--- src/rtl/axis_usb_packetizer.sv ---
// axis_usb_packetizer: frames an AXIS byte stream into USB bulk packets using a one-byte holding register.
// Define PACKETIZER_TIMEOUT_EN to build the idle counter that terminates a held partial packet.
module axis_usb_packetizer #(
    parameter int MAX_PACKET = 512,
    parameter int TIMEOUT    = 1024
) (
    input  logic                        sys_clk,
    input  logic                        reset_n,
    input  logic                        s_axis_tvalid,
    output logic                        s_axis_tready,
    input  logic [7:0]                  s_axis_tdata,
    input  logic                        s_axis_tlast,
    input  logic                        flush_i,
    output logic                        m_axis_tvalid,
    input  logic                        m_axis_tready,
    output logic [7:0]                  m_axis_tdata,
    output logic                        m_axis_tlast,
    output logic [$clog2(MAX_PACKET):0] pkt_bytes_o
);
    localparam int CW = $clog2(MAX_PACKET) + 1;
    localparam logic [CW-1:0] CNT_LAST = CW'(MAX_PACKET - 1);

    logic [7:0]    h_data_q, h_data_d, o_data_q, o_data_d;
    logic          h_valid_q, h_valid_d, h_last_q, h_last_d;
    logic          o_valid_q, o_valid_d, o_last_q, o_last_d;
    logic [CW-1:0] cnt_q, cnt_d;
    logic          out_free, acc, timed_out, promote, last;

    assign out_free      = !o_valid_q || m_axis_tready;
    assign s_axis_tready = reset_n && (!h_valid_q || out_free);
    assign acc           = s_axis_tvalid && s_axis_tready;
    assign promote       = h_valid_q && out_free && (acc || h_last_q || timed_out || flush_i);
    // A newly accepted byte takes over the flush/timeout termination from the byte it displaces
    assign last          = h_last_q || ((timed_out || flush_i) && !acc) || cnt_q == CNT_LAST;

`ifdef PACKETIZER_TIMEOUT_EN
    localparam int IW = $clog2(TIMEOUT + 1);
    logic [IW-1:0] idle_q, idle_d;
    assign timed_out = idle_q == IW'(TIMEOUT);
    always_comb idle_d = acc ? '0 : (h_valid_q && !h_last_q && !timed_out) ? idle_q + IW'(1) : idle_q;
    always_ff @(posedge sys_clk) idle_q <= !reset_n ? '0 : idle_d;
`else
    logic unused_timeout;
    assign unused_timeout = TIMEOUT != 0;
    assign timed_out      = 1'b0;
`endif

    always_comb begin
        h_data_d  = acc ? s_axis_tdata : h_data_q;
        h_valid_d = acc || (h_valid_q && !promote);
        h_last_d  = acc ? (s_axis_tlast || flush_i) : h_last_q;
        o_valid_d = promote || (o_valid_q && !m_axis_tready);
        o_data_d  = promote ? h_data_q : o_data_q;
        o_last_d  = promote ? last : o_last_q;
        cnt_d     = !promote ? cnt_q : last ? '0 : cnt_q + CW'(1);
    end

    always_ff @(posedge sys_clk) begin
        if (!reset_n) begin
            h_data_q  <= '0;
            h_valid_q <= 1'b0;
            h_last_q  <= 1'b0;
            o_valid_q <= 1'b0;
            o_data_q  <= '0;
            o_last_q  <= 1'b0;
            cnt_q     <= '0;
        end else begin
            h_data_q  <= h_data_d;
            h_valid_q <= h_valid_d;
            h_last_q  <= h_last_d;
            o_valid_q <= o_valid_d;
            o_data_q  <= o_data_d;
            o_last_q  <= o_last_d;
            cnt_q     <= cnt_d;
        end
    end

    assign m_axis_tvalid = o_valid_q;
    assign m_axis_tdata  = o_data_q;
    assign m_axis_tlast  = o_last_q;
    assign pkt_bytes_o   = cnt_q;
endmodule

--- config.mk ---
export PLATFORM = sky130hd
export DESIGN_NAME = axis_usb_packetizer
export DESIGN_NICKNAME = d
export VERILOG_FILES = /design/src/rtl/axis_usb_packetizer.sv
export SDC_FILE = /design/constraint.sdc
export NUM_CORES = 1
export LEC_CHECK = 0
export CAP_MARGIN = 20
export CORE_ASPECT_RATIO = 1.1
export CORE_MARGIN = 3
export CORE_UTILIZATION = 25
export CTS_CLUSTER_DIAMETER = 80
export DETAILED_ROUTE_END_ITERATION = 10
export SETUP_SLACK_MARGIN = 0.5
export SLEW_MARGIN = 20
export SYNTH_ARGS = -nofsm -noshare
export SYNTH_HDL_FRONTEND = slang
export SYNTH_SLANG_ARGS = --single-unit
--- constraint.sdc ---
create_clock -name sys_clk -period 2.1 [get_ports sys_clk]
set_clock_uncertainty 0.15 [all_clocks]
set_input_delay 0.315 -clock sys_clk [delete_from_list [all_inputs] [get_ports sys_clk]]
set_output_delay 0.315 -clock sys_clk [all_outputs]
set_load 0.005 [all_outputs]
[Word-level counts from Yosys, hierarchy flattened]
Index checks and enable logic that the tools add are counted.
Storage, ports and cells
  word-level logic and storage cells: 31
  bits in registers: 30
  output and inout bits: 21
Operators by class
  equal/unequal tests: 1
  multiplexer cells: 1
  reduce and logical (&&, ||, !) cells: 21
  add/sub/neg operators: 1
Operator list (number)
  $add 10x1->10 const B: 1
  $eq 10x9->1 const B: 1
  $mux 10: 1
  $logic_or 1x1->1: 9
  $logic_and 1x1->1: 7
  $logic_not 1->1: 5

[Depth between registers and ports, before layout]
Gate-level depths: netlist of the first run.
  depth after elaboration: 11
  gate-level depth with buffers: 5
  mapped depth without buffers: 5

[Worst setup path before layout of the first run]
OpenSTA, ideal clock, no wires.
  path type: register to register
  start: register cnt_q[2] (netlist: pkt_bytes_o[2])
  end: register cnt_q[8] (netlist: pkt_bytes_o[8])
  arrival: 1281 ps
  cell stages (with the launch flop): 5
  data required time: 1825 ps
  buffers on the path: 0
  slack: 543 ps
  library setup time: 125 ps
  path through: dfxtp_1 -> and4_4 -> nand4_1 -> a21oi_1 -> a21oi_1
Between the ends
  cells in the longest elaborated chain, start to end: 3
  elaborated cells on any way between the ends: 4
  classes of those cells: add/sub: 1; eq/ne: 1; mux: 1; reduce/logical: 1
RTL lines
  start: declaration: RTL line 26  | logic [CW-1:0] cnt_q, cnt_d;
  start signal: assignment: RTL line 74  | cnt_q <= cnt_d;
  branches (longest 2 deep; another with $add 10x1->10)
  $mux 10 *: RTL line 55  | cnt_d = !promote ? cnt_q : last ? '0 : cnt_q + CW'(1);
Mark *: on every way between the ends.
A chain may end at the register's enable or synchronous reset.

[Final worst setup path of the first run]
  start: register cnt_q[8] (netlist: pkt_bytes_o[8])
  end: output pkt_bytes_o[8]
RTL lines
  end: declaration: RTL line 18  | output logic [$clog2(MAX_PACKET):0] pkt_bytes_o
No word-level cell between the ends.

==> metrics.md, run 1 <==
| Metric | Value |
|---|---|
| VDD IR-drop max | 0.3253 mV |
| H-tree depth | 2 |
| Initial Util | 0.2682 |
| RSZ-0062 raised after global routing | true |
| Global placement routability congestion | 0.7489 |
| Finish-stage setup viols | 0 |
| Largest net degree at the start of global routing | 18 |
| Placed cell area | 0.001742 mm2 |
| Yosys Warn Count | 0 |
| Grt peak-use layer | met2 |
| Horiz. Die Dim | approximately 74 um |
| Mapped Cells | 152 |
| Clock Sinks | 30 |
| Clock Latency Late Sink | between 0.2 and 0.3 ns |
| Syn avg cell area | 8.437 um2 |
| Max_slew headroom | 0.7932 |
| Top cell family by delay on the critical path | buffers and inverters |
| Max Cap Viol | 0 |
| Routed vias/inst | 4.894 |
| Final std cells w/o fill | between 200 and 300 |
| Height of the die | 81.12 um |
| Num CTS Buffers | 5 |
| Setup crit end | pkt_bytes_o[8] |
| Cell variety after synth | 33 |
| Worst EP required | 1.63 ns |
| Row count | 26 |
| IO Pins | 35 |
| CP Depth | 1 |
| Fraction of registers with async set/reset | 0 |
| Net total in the final layout | between 200 and 250 |
| Inst Count DP | 246 |
| Worst Reg2Reg Path Length in Cells | 5 |
| Sequence of cells on the critical path | clkdlybuf4s50_1 |
| Critical path startpoint category | flip-flop |
| CP Capture Type | output port |
| First-pass GRT wire length | approximately 5600 um |
| Antenna violations before repair | 0 |
| Bufs and invs on worst path | 1 |
| Final hold vios | 0 |
| R2R Setup Slk | around 0.54 ns |
| Pwr/cell area | 730.1 mW/mm2 |
| Main flop type after synthesis | dfxtp_1 |
| Post-route ant nets | 0 |
| First-pass DRT Iterations | 4 |
| Layout cells sized above 1 | 0.3092 |
| Synthesized cell area | between 0.001 and 0.0015 mm2 |
| Max incr delay on CP | just under 0.5 ns |
| CTS root buffer | clkbuf_8 |
| Worst path arrival time | roughly 1.1 ns |
| Die ar. | 0.006026 mm2 |
| CTS tree | built |
| Iteration-0 DRC Markers | 85 |
| CTS max path bufs | 2 |
| Post-synth EDFFs | 0 |
| Commonest non-fill, non-tap cell in the layout | nand2_1 |
| Post-synthesis register bit count | 30 |
| Crit Reg-Reg Startpoint | pkt_bytes_o[3] |
| Core Area | around 0.0048 mm2 |
| Finished Cell Area | 0.002063 mm2 |
| Critical path class | reg -> out |
| Grt met1 use | 0.1445 |
| Crit-path slowest cell | clkdlybuf4s50_1 |
| # diodes | 0 |
| Routing usage on met2 | 0.1986 |
| Vias in the first global route | 1258 |
| R2R Path End | pkt_bytes_o[8] |
| Worst-Margin Slew | about 0.31 ns |
| Input/output buffers | 34 |
| Slew Viols, Final | 0 |
| Period utilisation layout | 0.7444 |
| Detailed-route via count | 1287 |
| CTS clock-pin slew for the worst setup and hold paths | 0.07 ns |
| Commonest non-fill, non-tap cells in the layout | nand2_1, buf_4, dfxtp_1 |
| Leakage power | between 0.9 and 1 nW |
| Met3 Use GR | 0.03589 |
| Grt total ovfl | 0 |
| GR Util All Layers | 0.1228 |
| Register area share after synthesis | 0.4683 |
| TNS Setup | 0 ns |
| Min Clock Period, post-route | 1.563 ns |
| CP Launch Point | pkt_bytes_o[8] |
| Worst hold-check path type | reg -> reg |
| Post-DR wirelength/cell | about 14 um |
| Area growth from synthesis to layout | 60.88% |
| Outcome | finished clean |
| DRC viols | 0 |
| Critical Path Fanout Max | 2 |
| Peak Freq | 639.7 MHz |
| Post-Route WL | about 3600 um |
| Post-DP HPWL | approximately 2300 um |
| Syn Nets | 167 |
## flip-flops by register name (all words and copies together), names as in the netlist
register	count
h_valid_q	1
m_axis_tvalid	1
h_last_q	1
h_data_q	8
pkt_bytes_o	10
m_axis_tlast	1
m_axis_tdata	8
## cell families after synthesis
kind of cell	share of synthesized area
buf+inv	0.03512
compound gates	0.2166
flops	0.4683
simple gates	0.2702
fa+ha+maj	0.009755
## Yosys cell counts (2+ instances only)
master     n  area share
nand2_1   40        0.12
dfxtp_1   30        0.47
a21oi_1   15       0.059
o21ai_0   12       0.047
inv_1      5       0.015
nand3_1    5       0.020
nand4_1    5       0.024
a31oi_1    4       0.020
and2_1     3       0.015
buf_2      3       0.012
clkbuf_1   3      0.0088
o22ai_1    3       0.015
and3_2     2       0.012
nor2_1     2      0.0059
or2_2      2      0.0098
## per-layer routing
| metal | wire length [um] | up-vias |
|---|---|---|
| met5 | 0 | - |
| met4 | 67 | 0 |
| met3 | 207 | 7 |
| met2 | 1852 | 38 |
| met1 | 1504 | 596 |
| li1 | - | 646 |
## final cells by class
| type | instances | area (um2) |
|---|---|---|
| Tap cell | 56 | 70.07 |
| Clock inverter | 2 | 60.06 |
| Multi-Input combinational cell | 111 | 698.2 |
| Fill cell | 465 | 2719 |
| Timing Repair Buffer | 53 | 499.2 |
| Inverter | 5 | 18.77 |
| Clock buffer | 6 | 82.58 |
| Sequential cell | 30 | 634.4 |
## repair_timing
item | 4_1_cts | 5_1_grt
hold buffers | 0 | 0
setup endpoints to repair | 35 | 31
resized for setup | 32 | 28
setup buffers | 9 | 0
pin swaps | 3 | 12
## stage by stage
stage	hold WS (ns)	setup slack (ns)	utilization	power, mW
after global routing	0.3098	0.4620	0.4315	1.572
final	0.3008	0.5367	0.4315	1.506
after global placement	0.2893	0.01240	0.3642	0.7839
after detailed placement	0.2995	0.02467	0.3642	0.7859
after CTS	0.3029	0.4314	0.4129	1.516
after floorplan	0.2736	0.5434	-	0.6968
## power breakdown
| group | internal, mW | leakage (nW) | switching, mW |
|---|---|---|---|
| clock | 0.506 | 0.0714 | 0.226 |
| sequential | 0.592 | 0.253 | 0.0186 |
| combinational | 0.0827 | 0.656 | 0.0810 |
| total | 1.18 | 0.981 | 0.326 |
## worst min-delay path by stage
stage | startpoint | cells past startpoint | slack, ns | to
2_1_floorplan | s_axis_tdata[0] | 2 | 0.27 | h_data_q[0]
3_3_place_gp | h_data_q[6] | 2 | 0.29 | m_axis_tdata[6]
3_5_place_dp | h_data_q[0] | 2 | 0.30 | m_axis_tdata[0]
4_1_cts | h_data_q[6] | 2 | 0.30 | m_axis_tdata[6]
5_1_grt | h_data_q[2] | 2 | 0.31 | m_axis_tdata[2]
6_report | h_data_q[6] | 2 | 0.30 | m_axis_tdata[6]
Note: power is estimated with default switching activity, not from simulation.
==> run 2, diff against run 1 <==
Clock period 2.1 ns to 1.45 ns, I/O delays scaled along.
==> metrics.md, run 2 (synthesis gave the netlist of run 1 again) <==
| Metric | Value |
|---|---|
| Min Clock Period, post-route | about 1.6 ns |
| Vias in the first global route | 1285 (was 1258) |
| # diodes | 0 (unchanged) |
| CP Launch Point | h_last_q (was pkt_bytes_o[8]) |
| Height of the die | 81.12 um (unchanged) |
| Iteration-0 DRC Markers | 65 (was 85) |
| Commonest non-fill, non-tap cells in the layout | buf_6, nand2_1, buf_4 (was nand2_1, buf_4, dfxtp_1) |
| Post-route ant nets | 0 (unchanged) |
| Setup crit end | m_axis_tlast (was pkt_bytes_o[8]) |
| Hold_buf cts | 0 (unchanged) |
| Total power draw | 2.064 mW (was 1.506 mW) |
| Worst path arrival time | 1.60 ns (was 1.10 ns) |
| Final std cells w/o fill | 289 (was 263) |
| Leakage power | 1.037 nW (was 0.9811 nW) |
| Critical path class | reg -> reg (was reg -> out) |
| Largest net degree at the start of global routing | 12 (was 18) |
| Worst Reg2Reg Path Length in Cells | 5 (unchanged) |
| Max Cap Viol | 0 (unchanged) |
| Finish-stage setup viols | 24 (was 0) |
| Worst-Margin Slew | 0.3285 ns (was 0.3102 ns) |
| Die ar. | 0.006026 mm2 (unchanged) |
| Inst Count DP | 262 (was 246) |
| Finished Cell Area | 0.002467 mm2 (was 0.002063 mm2) |
| Clock Sinks | 30 (unchanged) |
| Pwr/cell area | 836.5 mW/mm2 (was 730.1 mW/mm2) |
| VDD IR-drop max | 0.6397 mV (was 0.3253 mV) |
| CTS tree | built (unchanged) |
| Clock Latency Late Sink | 0.28 ns (about the same) |
| CTS root buffer | clkbuf_8 (unchanged) |
| Placed cell area | 0.001903 mm2 (was 0.001742 mm2) |
| Slew Viols, Final | 0 (unchanged) |
| Worst EP required | 1.48 ns (was 1.63 ns) |
| DRC viols | 0 (unchanged) |
| Core Area | 0.004782 mm2 (unchanged) |
| Max_slew headroom | 0.7810 (was 0.7932) |
| Period utilisation layout | 1.086 |
| Detailed-route via count | 1383 (was 1287) |
| CP Capture Type | flip-flop (was output port) |
| Antenna violations before repair | 0 (unchanged) |
| Crit Reg-Reg Startpoint | h_last_q (was pkt_bytes_o[3]) |
| Initial Util | 0.2682 (unchanged) |
| Max reg flops | 10 (unchanged) |
| Horiz. Die Dim | 74.29 um (unchanged) |
| Area growth from synthesis to layout | 92.39% (was 60.88%) |
| Worst hold-check path type | in -> reg (was reg -> reg) |
| First-pass GRT wire length | 5989 um (was 5609 um) |
| Outcome | complete, but fails checks (was finished clean) |
| Final hold slack | 0.2331 ns (was 0.3008 ns) |
| R2R Setup Slk | -0.12 ns (was 0.54 ns) |
| Post-DR wirelength/cell | 13.54 um (was 13.81 um) |
| Global placement routability congestion | 0.7653 (was 0.7489) |
| Critical Path Fanout Max | 5 (was 2) |
| Post-Route WL | 3912 um (was 3631 um) |
| Final Worst Setup Slack | -0.1246 ns (was 0.5367 ns) |
| IO Pins | 35 (unchanged) |
| H-tree depth | 2 (unchanged) |
| Routed vias/inst | 4.785 (was 4.894) |
| Hold Path Depth | 3 (was 2) |
| Failing checks | setup timing |
| GR Util All Layers | 0.1312 (was 0.1228) |
| RSZ-0062 raised after global routing | true (unchanged) |
| Net total in the final layout | 247 (was 221) |
| Critical path startpoint category | flip-flop (unchanged) |
| FILL cells | 442 (was 465) |
| Peak Freq | 635.1 MHz |
| Commonest non-fill, non-tap cell in the layout | buf_6 (was nand2_1) |
| CTS max path bufs | 2 (unchanged) |
| Input/output buffers | 34 (unchanged) |
| Grt total ovfl | 0 (unchanged) |
| Num CTS Buffers | 5 (unchanged) |
| TNS Setup | -0.8612 ns (was 0 ns) |
| Layout cells sized above 1 | 0.6352 (was 0.3092) |
| Post-DP HPWL | 2447 um (was 2349 um) |
| First-pass DRT Iterations | 4 (unchanged) |
| R2R Path End | m_axis_tlast (was pkt_bytes_o[8]) |
| CTS clock-pin slew for the worst setup and hold paths | 0.07 ns (about the same) |
| Row count | 26 (unchanged) |
| Final hold vios | 0 (unchanged) |
-- run 2: cell count changes in the layout (fill, tap and decap cells not counted), moves of 6 or more --
| cell | delta |
|---|---|
| dfxtp_1 | -7 |
| nand2_2 | +6 |
| o21ai_1 | +7 |
| nand2_4 | +6 |
| nand2_1 | -12 |
| o21ai_0 | -10 |
| dfxtp_2 | +10 |
| dlygate4sd2_1 | -6 |
| dlymetal6s2s_1 | -12 |
| buf_6 | +33 |
| a21oi_2 | +11 |
| a21oi_1 | -10 |
-- run 2: how the worst min path moves through the flow --
stage | startpoint | slack [ns] | endpoint
6_report | m_axis_tready | 0.23 | m_axis_tvalid
5_1_grt | m_axis_tready | 0.25 | m_axis_tvalid
4_1_cts | m_axis_tready | 0.24 | m_axis_tvalid
3_5_place_dp | h_data_q[3] | 0.29 | h_data_q[3]
3_3_place_gp | h_data_q[1] | 0.29 | h_data_q[1]
2_1_floorplan | s_axis_tdata[0] | 0.19 | h_data_q[0]
-- run 2: what timing repair did --
action                                  in CTS  in global routing
pin swaps                                   19                 15
resized for setup                          162                 31
gates cloned                                 2                  0
endpoints found under the setup margin      51                 51
setup buffers                               13                  4
-- run 2: layout make-up --
class | instances | area, um2 | area share
Timing Repair Buffer | 79 | 788.3 | 0.3195
Clock buffer | 8 | 110.1 | 0.04462
Inverter | 5 | 18.77 | 0.007606
Tap cell | 56 | 70.07 | 0.02840
Sequential cell | 30 | 635.6 | 0.2576
Multi-Input combinational cell | 111 | 844.6 | 0.3423
-- run 2: routing by layer --
metal | routed length (um) | track usage | part of all wire | vias to the layer above
met2 | 2060 | 0.2243 | 0.53 | 25
met5 | 0 | 0 | 0 | -
met1 | 1638 | 0.1574 | 0.42 | 653
met4 | 53 | 0.04804 | 0.014 | 0
li1 | - | - | - | 699
met3 | 158 | 0.03342 | 0.040 | 6
-- run 2: metrics by stage --
stage | util | worst slack [ns]
5_1_grt | 0.5160 | -0.1730
6_report | 0.5160 | -0.1246
3_3_place_gp | 0.3980 | -0.4251
4_1_cts | 0.4804 | -0.09663
3_5_place_dp | 0.3980 | -0.4576
2_1_floorplan | - | -0.03140
-- run 2: critical path: stages, from the launching register on --
cell     delay, ns
dfxtp_4       0.36
a211o_1       0.30
buf_4         0.16
and3_4        0.17
buf_6         0.14
o211a_1       0.20
-- run 2: power breakdown --
group          internal, mW  total (mW)  switching [mW]
Combinational         0.208       0.378           0.170
Clock                 0.479       0.794           0.315
Sequential            0.862       0.892          0.0306
